$ cat src/rtl/ps2_ssd_entry_display_if.sv
// ----------------------------------------------------------------------------
// ps2_ssd_entry_display_if
// Key event bus from the PS/2 key decoder into the entry/display block.
//   last_change : scan code of the latest key, bit 8 = E0 extended prefix
//   key_valid   : one-cycle pulse, last_change holds a new make code
// master = key decoder side (drives), slave = entry/display side (samples).
// ----------------------------------------------------------------------------
interface ps2_ssd_entry_display_if;
  logic [8:0] last_change;
  logic       key_valid;

  modport master (output last_change, output key_valid);
  modport slave  (input  last_change, input  key_valid);
endinterface

$ cat src/rtl/ps2_ssd_entry_display.sv
// ----------------------------------------------------------------------------
// ps2_ssd_entry_display
// Multi-digit decimal entry buffer fed by PS/2 make codes, shown on a
// time-multiplexed common-anode seven-segment bank.
//   clk         : system clock
//   rst_n       : synchronous active-low reset
//   key_if      : key event bus (slave) - last_change[8:0], key_valid
//   ssd_ctl     : digit enables, active-low, bit 0 = rightmost digit
//   ssd_seg     : segments {a,b,c,d,e,f,g,dp}, active-low
//   digit_count : digits currently held, 0..DIGITS
//   full        : digit_count == DIGITS
//   op          : latched operator, 0 none / 1 A / 2 S / 3 M
// Parameters: DIGITS (1..8) buffer depth and digit count,
//             SCAN_CYCLES (>= 2) cycles each digit stays enabled.
// ----------------------------------------------------------------------------
module ps2_ssd_entry_display #(
  parameter int DIGITS      = 4,
  parameter int SCAN_CYCLES = 65536
) (
  input  logic                     clk,
  input  logic                     rst_n,
  ps2_ssd_entry_display_if.slave   key_if,
  output logic [DIGITS-1:0]        ssd_ctl,
  output logic [7:0]               ssd_seg,
  output logic [3:0]               digit_count,
  output logic                     full,
  output logic [1:0]               op
);

  localparam int IDX_W = (DIGITS > 1) ? $clog2(DIGITS) : 1;
  localparam int CNT_W = $clog2(SCAN_CYCLES);

  // Active-low {a,b,c,d,e,f,g,dp}, dp off.
  function automatic logic [7:0] seg_pattern(input logic [3:0] d);
    logic [7:0] p;
    case (d)
      4'd0:    p = 8'b0000_0011;
      4'd1:    p = 8'b1001_1111;
      4'd2:    p = 8'b0010_0101;
      4'd3:    p = 8'b0000_1101;
      4'd4:    p = 8'b1001_1001;
      4'd5:    p = 8'b0100_1001;
      4'd6:    p = 8'b0100_0001;
      4'd7:    p = 8'b0001_1111;
      4'd8:    p = 8'b0000_0001;
      4'd9:    p = 8'b0000_1001;
      default: p = 8'b1111_1111;
    endcase
    return p;
  endfunction

  logic [DIGITS*4-1:0] buf_p0;
  logic [3:0]          count_p0;
  logic [1:0]          op_p0;
  logic [CNT_W-1:0]    scan_cnt;
  logic [IDX_W-1:0]    idx;

  logic                is_digit;
  logic                is_bksp;
  logic                is_enter;
  logic                is_op;
  logic [3:0]          digit_val;
  logic [1:0]          op_val;

  // Key decode: extended codes and unlisted codes decode to nothing.
  always_comb begin
    is_digit  = 1'b0;
    is_bksp   = 1'b0;
    is_enter  = 1'b0;
    is_op     = 1'b0;
    digit_val = 4'd0;
    op_val    = 2'd0;
    if (key_if.key_valid && !key_if.last_change[8]) begin
      case (key_if.last_change[7:0])
        8'h45: begin is_digit = 1'b1; digit_val = 4'd0; end
        8'h16: begin is_digit = 1'b1; digit_val = 4'd1; end
        8'h1E: begin is_digit = 1'b1; digit_val = 4'd2; end
        8'h26: begin is_digit = 1'b1; digit_val = 4'd3; end
        8'h25: begin is_digit = 1'b1; digit_val = 4'd4; end
        8'h2E: begin is_digit = 1'b1; digit_val = 4'd5; end
        8'h36: begin is_digit = 1'b1; digit_val = 4'd6; end
        8'h3D: begin is_digit = 1'b1; digit_val = 4'd7; end
        8'h3E: begin is_digit = 1'b1; digit_val = 4'd8; end
        8'h46: begin is_digit = 1'b1; digit_val = 4'd9; end
        8'h66: is_bksp  = 1'b1;
        8'h5A: is_enter = 1'b1;
        8'h1C: begin is_op = 1'b1; op_val = 2'd1; end
        8'h1B: begin is_op = 1'b1; op_val = 2'd2; end
        8'h3A: begin is_op = 1'b1; op_val = 2'd3; end
        default: ;
      endcase
    end
  end

  assign full        = (count_p0 == 4'(DIGITS));
  assign digit_count = count_p0;
  assign op          = op_p0;

  // ---- stage p0: entry buffer, count and operator update on the key edge ----
  always_ff @(posedge clk) begin
    if (!rst_n) begin
      buf_p0   <= '0;
      count_p0 <= '0;
      op_p0    <= '0;
    end else if (is_enter) begin
      buf_p0   <= '0;
      count_p0 <= '0;
      op_p0    <= '0;
    end else if (is_digit && !full) begin
      // Entry 0 is the low nibble, so a left shift ages every digit by one slot.
      buf_p0   <= (buf_p0 << 4) | (DIGITS*4)'(digit_val);
      count_p0 <= count_p0 + 4'd1;
    end else if (is_bksp && (count_p0 != 4'd0)) begin
      buf_p0   <= buf_p0 >> 4;
      count_p0 <= count_p0 - 4'd1;
    end else if (is_op) begin
      op_p0    <= op_val;
    end
  end

  // Refresh scan: idx advances each time scan_cnt wraps.
  always_ff @(posedge clk) begin
    if (!rst_n) begin
      scan_cnt <= '0;
      idx      <= '0;
    end else if (scan_cnt == CNT_W'(SCAN_CYCLES - 1)) begin
      scan_cnt <= '0;
      idx      <= (idx == IDX_W'(DIGITS - 1)) ? '0 : idx + 1'b1;
    end else begin
      scan_cnt <= scan_cnt + 1'b1;
    end
  end

  logic [3:0] sel_digit;
  logic [7:0] slot_seg;

  always_comb begin
    sel_digit = 4'd0;
    for (int i = 0; i < DIGITS; i++) begin
      if (idx == IDX_W'(i)) sel_digit = buf_p0[i*4 +: 4];
    end
    slot_seg = (4'(idx) >= count_p0) ? 8'hFF : seg_pattern(sel_digit);
    // Operator indicator lives on the rightmost dp, even over a blank slot.
    if ((op_p0 != 2'd0) && (idx == '0)) slot_seg[0] = 1'b0;
  end

  // ---- stage p1: digit enable and segments registered from the same idx ----
  always_ff @(posedge clk) begin
    if (!rst_n) begin
      ssd_ctl <= '1;
      ssd_seg <= 8'hFF;
    end else begin
      ssd_ctl <= ~(DIGITS'(1) << idx);
      ssd_seg <= slot_seg;
    end
  end

endmodule

$ cat src/flat_wrapper.sv
// flat-port wrapper written by rule: the top's interface ports become plain ports
module ps2_ssd_entry_display_flat 
#(
  parameter int DIGITS      = 4,
  parameter int SCAN_CYCLES = 65536
)
  (clk, rst_n, ssd_ctl, ssd_seg, digit_count, full, op, key_if_last_change, key_if_key_valid);
  ps2_ssd_entry_display_if key_if_i ();
  input  logic clk;
  input  logic rst_n;
  output logic [DIGITS-1:0] ssd_ctl;
  output logic [7:0] ssd_seg;
  output logic [3:0] digit_count;
  output logic full;
  output logic [1:0] op;
  input wire logic [$bits(key_if_i.last_change)-1:0] key_if_last_change;
  input wire logic [$bits(key_if_i.key_valid)-1:0] key_if_key_valid;
  assign key_if_i.last_change = key_if_last_change;
  assign key_if_i.key_valid = key_if_key_valid;
  ps2_ssd_entry_display #(.DIGITS(DIGITS), .SCAN_CYCLES(SCAN_CYCLES)) u_core (.clk(clk), .rst_n(rst_n), .key_if(key_if_i), .ssd_ctl(ssd_ctl), .ssd_seg(ssd_seg), .digit_count(digit_count), .full(full), .op(op));
endmodule
$ cat config.mk
export PLATFORM = sky130hd
export DESIGN_NAME = ps2_ssd_entry_display_flat
export DESIGN_NICKNAME = d
export VERILOG_FILES = /design/src/rtl/ps2_ssd_entry_display_if.sv /design/src/rtl/ps2_ssd_entry_display.sv /design/src/flat_wrapper.sv
export SDC_FILE = /design/constraint.sdc
export NUM_CORES = 1
export LEC_CHECK = 0
export BUFFER_PORTS_ARGS = -buffer_cell sky130_fd_sc_hd__buf_4
export CAP_MARGIN = 20
export CORE_AREA = 5 5 87 89
export CTS_CLUSTER_SIZE = 30
export DETAILED_ROUTE_END_ITERATION = 10
export DIE_AREA = 0 0 92 94
export PLACE_DENSITY = 0.73
export SLEW_MARGIN = 20
export SYNTH_ARGS = -nofsm -noshare
export SYNTH_HDL_FRONTEND = slang
export SYNTH_SLANG_ARGS = --single-unit
$ cat constraint.sdc
create_clock -name clk -period 4.7 [get_ports clk]
set_clock_uncertainty 0.15 [all_clocks]
set_input_delay 1.175 -clock clk [delete_from_list [all_inputs] [get_ports clk]]
set_output_delay 1.175 -clock clk [all_outputs]
set_load 0.1 [all_outputs]
# After elaboration in Yosys (flattened, before gate mapping)
# Memory sizes are Yosys's and may differ from the RTL's. A register that Yosys moved wholly into a read port is not among the register bits.
# Index checks and enable logic that the tools add are counted.
[word_totals]
rom_bits = 112
wordCells = 78
register_bits = 45
mem_bits_rw = 0
input_bits = 12
latchBits = 0
mem_count = 1
[mem_list]
columns = ["name", "depth", "word_bits", "rd", "rd_clocked_by_memory_dff", "wr", "line_no", "source"]
rows = [
  ["(name not given)", 16, 7, 1, 1, 0, "ps2_ssd_entry_display.sv:36", "case (d)"],
]
[classes]
muxes = 23
reduce_logical = 16
n_eq_ne = 20
n_div = 0
n_bitwise = 5
n_mul = 0
n_shift = 1
magnitude_cmp = 1
add_sub_neg = 4
[ops]
columns = ["cell", "n"]
rows = [
  ["$eq 8x6->1 const B", 7],
  ["$pmux 4 s9", 1],
  ["$eq 8x5->1 const B", 4],
  ["$eq 8x7->1 const B", 4],
  ["$mux 16", 2],
  ["$mux 4", 7],
  ["$add 16x1->16 const B", 1],
  ["$eq 16x16->1 const B", 1],
  ["$or 16x4->16", 1],
  ["$mux 1", 10],
  ["$reduce_or 10->1", 1],
  ["$pmux 2 s3", 1],
  ["$reduce_or 2->1", 3],
  ["$add 4x1->4 const B", 1],
  ["$eq 2x2->1 const B", 2],
  ["$eq 4x3->1 const B", 1],
  ["$ge 2x4->1", 1],
  ["$logic_and 1x1->1", 4],
  ["$mux 2", 2],
  ["$not 4->4", 1],
  ["$reduce_bool 2->1", 2],
  ["$reduce_bool 4->1", 1],
  ["$shl 1x2->4 const A", 1],
  ["$sub 4x1->4 const B", 1],
  ["other kinds (7)", 10],
]

# Logic depth before layout (Yosys ltp)
[depth]
depth_word = 7
mapped_depth = 12

# Worst setup path before layout
# Ideal clock, no wire load.
[synth_timing]
kind = "reg-to-reg"
from = "register u_core.count_p0[2] (netlist: u_core.digit_count[2])"
to = "register u_core.count_p0[3] (netlist: u_core.digit_count[3])"
arrival_ps = 6130
n_path_buf = 1
required_ps = 4430
period_less_slack_ps = 6400
path_slack_ps = -1700
setup_ps = 120
stages_incl_launch_ff = 12
cell_sequence = "dfxtp_1 -> nor4b_1 -> nor2_1 -> o21a_4 -> inv_4 -> buf_6 -> ha_1 -> a21o_1 -> a21o_1 -> or2_1 -> a21oi_1 -> nor3b_2"
[synth_via]
elab_chain_len = 4
elab_cells_between_ends = 10
classes_between = "add/sub (2); eq/ne (1); mux (2); reduce/logical (5)"
[synth_lines]
columns = ["item", "line_no", "source"]
rows = [
  ["from (decl)", "ps2_ssd_entry_display.sv:53", "logic [3:0] count_p0;"],
  ["from (signal assigned)", "ps2_ssd_entry_display.sv:112", "count_p0 <= count_p0 + 4'd1;"],
  ["from (signal assigned)", "ps2_ssd_entry_display.sv:115", "count_p0 <= count_p0 - 4'd1;"],
  ["$eq 4x3->1 *", "ps2_ssd_entry_display.sv:95", "assign full = (count_p0 == 4'(DIGITS));"],
  ["named net full", "flat_wrapper.sv:14", "output logic full;"],
  ["$logic_not 1->1 *", "ps2_ssd_entry_display.sv:109", "end else if (is_digit && !full) begin"],
  ["$logic_and 1x1->1 *", "ps2_ssd_entry_display.sv:109", ""],
  ["$mux 4 or $reduce_bool 2->1 (tied branches)", "n/a", ""],
]
# Mark *: on every way through the listed nets, which the timed path passes. The rest lies on a longest branch. The select of a mux whose other input is x is not followed.
# A chain may end at the register's enable or synchronous reset.

# Worst setup path in the final report
[layout_timing]
from = "input port key_if_last_change[5]"
to = "register u_core.count_p0[3] (netlist: u_core.digit_count[3])"
[layout_via]
elab_chain_len = 6
elab_cells_between_ends = 24
classes_between = "eq/ne (12); mux (7); reduce/logical (5)"
[layout_lines]
columns = ["item", "line_no", "source"]
rows = [
  ["from (decl)", "flat_wrapper.sv:16", "input wire logic [$bits(key_if_i.last_change)-1:0] key_if_last_change;"],
  ["$eq 8x7->1, or another cell as far along", "ps2_ssd_entry_display.sv:74", "case (key_if.last_change[7:0])"],
  ["$reduce_or 10->1 (no line)", "n/a", ""],
  ["$mux 1", "ps2_ssd_entry_display.sv:74", ""],
  ["$mux 1", "ps2_ssd_entry_display.sv:73", "if (key_if.key_valid && !key_if.last_change[8]) begin"],
  ["$logic_and 1x1->1", "ps2_ssd_entry_display.sv:109", ""],
  ["$mux 4 or $reduce_bool 2->1 (tied branches)", "n/a", ""],
]
# Parallel ways exist; a longest one is shown, timed or not.

==> run summary <==
cell family with most CP delay = simple AND/OR/NAND/NOR gates
total length of routed wires = 5990 µm
most area-hungry cell type in the Yosys netlist = dfxtp_1
Skew-Pair Late Insertion Delay = 0.31 ns
Worst Path Required = 4.75 ns
number of synthesized register bits = 52
post-synth top area share = 35.8%
Antenna Violating Nets Remaining = 0
IR Drop Worst-Case VDD = 0.169 mV
Async SR Flop Fraction = 0%
slowest CP cell = or4b_2
# resized after CTS = 0
synthesis-to-layout area growth = 13.1%
status = completed
Arr. time, crit path = 3.71 ns
Worst Tran Pin Value = 0.765 ns
final non-filler cell area = 3290 µm²
most common cell after layout, fill and taps aside = dfxtp_1
# fillers = 644
area of placed instances = 3160 µm²
Die H = 94 µm
gr usage total = 14.8%
Chip Width = 92 µm
first-pass GRT wire length = 10700 µm
P_int = 0.648 mW
Non-Filler Instances = 427
postcts setup bufs = 0
count of cell types in the netlist = 59
Seq pwr share = 52.7%
RSZ-0062 raised after global routing = no
# IOs = 31
Synth Warn # = 0
# placed instances = 419
Top FF cell, synth = dfxtp_1
Leakage = 1.22 nW
combinational share of power = 9.3%
Post-Syn Instances = 326
mapped cell area = 2910 µm²
number of synthesized flops with an enable pin = 0
Buf/Inv on CP = 2
pin count of the biggest net entering global routing = 27
H-tree Lvls = 2
worst-path maximum fanout = 26
drt wl/cell = 14.0 µm
layout cells sized above 1 = 17.6%
Finish-stage setup viols = 0
sequential fraction of the synthesis area = 35.8%
worst path cell trace = buf_4 > or4b_2 > o22ai_2 > o21a_4 > inv_4 > ha_1 > a21o_1 > a21o_1 > or2_1 > a21oi_1 > nor3b_2
core area = 6680 µm²
Antenna diodes = 0
switching power total = 0.208 mW
Clock Path Buffers = 2
Final Hold Viols = 0
clock power share = 38.0%
Vias = 2387
top post-synthesis cells by area = dfxtp_1, ha_1, a21oi_1
Final Critical Period = 3.66 ns
Worst Setup Start Kind = primary input
CP endpoint kind = flop
CTS Root Cell = clkbuf_8
Sum Neg Setup Slack = 0 ns
die area = 8650 µm²
CTS sink cnt = 52
Residual DRC = 0
HPWL after detailed placement = 4360 µm
min-delay worst type = flop to flop
Reg clk slew, reported paths = 0.10 ns
TritonRoute pass-1 iters = 4
commonest cells after routing, fill and taps aside = dfxtp_1, buf_4, a21oi_1
Nets = 374
max_cap viols = 0
hold buffers post-CTS = 0
grt ovf = 0
# rows = 30
switch share = 24.3%
initial antenna violation count = 0
fin crit share = 78.0%
Initial Util = 43.5%
number of global-route vias before repair = 2321
kind of critical path = primary input to flop
CTS tree = built
drt via density = 5.59
most used cell, CP = a21o_1
Initial DRC Count = 164
pwr/cell area = 260 nW/µm²
gp weighted congestion = 0.797
port bufs = 30
CP max stage delay = 0.71 ns
final slew viol count = 0
Mapped Nets = 354
syn avg cell area = 8.92 µm²
Max Clock Freq = 0.273 GHz
TritonCTS Buffers = 5
Slew headroom = 48.7%
[worst reg2reg max path, stage by stage (launching register included)]
cell      delay, ns
dfxtp_1        0.43
ha_1           0.45
a211oi_1       0.10
a211oi_1       0.69
inv_1          0.19
ha_1           0.22
or2_2          0.30
a21o_1         0.18
a21bo_2        0.18
[cells in the mapped netlist (all sizes together) (5+ instances only)]
| library cell | instances |
|---|---|
| a211oi | 10 |
| nor2 | 22 |
| nand3 | 22 |
| mux2i | 6 |
| ha | 15 |
| nor3b | 9 |
| inv | 9 |
| nor2b | 5 |
| buf | 13 |
| o21ai | 13 |
| clkbuf | 6 |
| a22oi | 8 |
| dfxtp | 52 |
| nand3b | 5 |
| xor2 | 9 |
| a21oi | 24 |
| nand2b | 8 |
| nand2 | 19 |
| nor3 | 7 |
| xnor2 | 7 |
[registers in the layout, summed over array words and instances (netlist names)]
register	flops
u_core.ssd_ctl	4
u_core.buf_p0	16
u_core.op	2
u_core.digit_count	4
u_core.ssd_seg	8
u_core.scan_cnt	16
u_core.idx	2
[layout make-up]
cell class                      instances  area (µm²)  area share (%)
Inverter                                9        36.3            1.10
Tap cell                               80         100            3.04
Clock inverter                          2        38.8            1.18
Clock buffer                            6        82.6            2.51
Sequential cell                        52        1040            31.7
Timing Repair Buffer                   32         240            7.31
Multi-Input combinational cell        246        1750            53.2
[power groups by stage]
stage	registers (mW)	clock network [mW]	logic, mW
floorplan	0.481	0	0.0386
global placement	0.461	0	0.0790
detailed placement	0.461	0	0.0802
CTS	0.451	0.332	0.0804
global route	0.452	0.348	0.0870
finish	0.451	0.325	0.0800
[worst paths after layout]
path,startpoint,end,slack [ns],depth (start not counted)
worst min-delay path,u_core.scan_cnt[0],u_core.scan_cnt[0],0.33,1
worst min register to register,u_core.scan_cnt[0],u_core.scan_cnt[0],0.33,1
worst max-delay path,key_if_last_change[5],u_core.digit_count[3],1.04,11
worst max register to register,u_core.idx[1],u_core.ssd_seg[4],1.72,8
[metal layers]
metal | wire, µm | vias up | track usage [%]
li1 | - | 1214 | -
met1 | 2840 | 1121 | 19.0
met2 | 2860 | 46 | 24.8
met3 | 208 | 6 | 3.13
met4 | 77 | 0 | 4.83
met5 | 0 | - | 0
[kinds of logic (layout without fill, tap and decap cells)]
| family | Yosys count | in the layout | share of synthesized area (%) |
|---|---|---|---|
| mux | 7 | 7 | 2.45 |
| buf+inv | 28 | 49 | 5.12 |
| xor+xnor | 16 | 16 | 4.82 |
| simple gates | 127 | 127 | 25.3 |
| fa+ha+maj | 16 | 16 | 7.14 |
| compound gates | 80 | 80 | 19.4 |
| flops | 52 | 52 | 35.8 |
[through the flow]
step / worst slack [ns] / power (mW) / utilization [%] / hold WS, ns
6_report: 1.04 / 0.856 / 49.2 / 0.328
3_5_place_dp: 0.717 / 0.541 / 47.3 / 0.307
3_3_place_gp: 0.774 / 0.540 / 47.3 / 0.293
2_1_floorplan: 0.595 / 0.519 / - / 0.280
5_1_grt: 0.897 / 0.887 / 49.2 / 0.366
4_1_cts: 1.05 / 0.863 / 49.1 / 0.331
No activity file was read; power rests on OpenSTA's default activity.
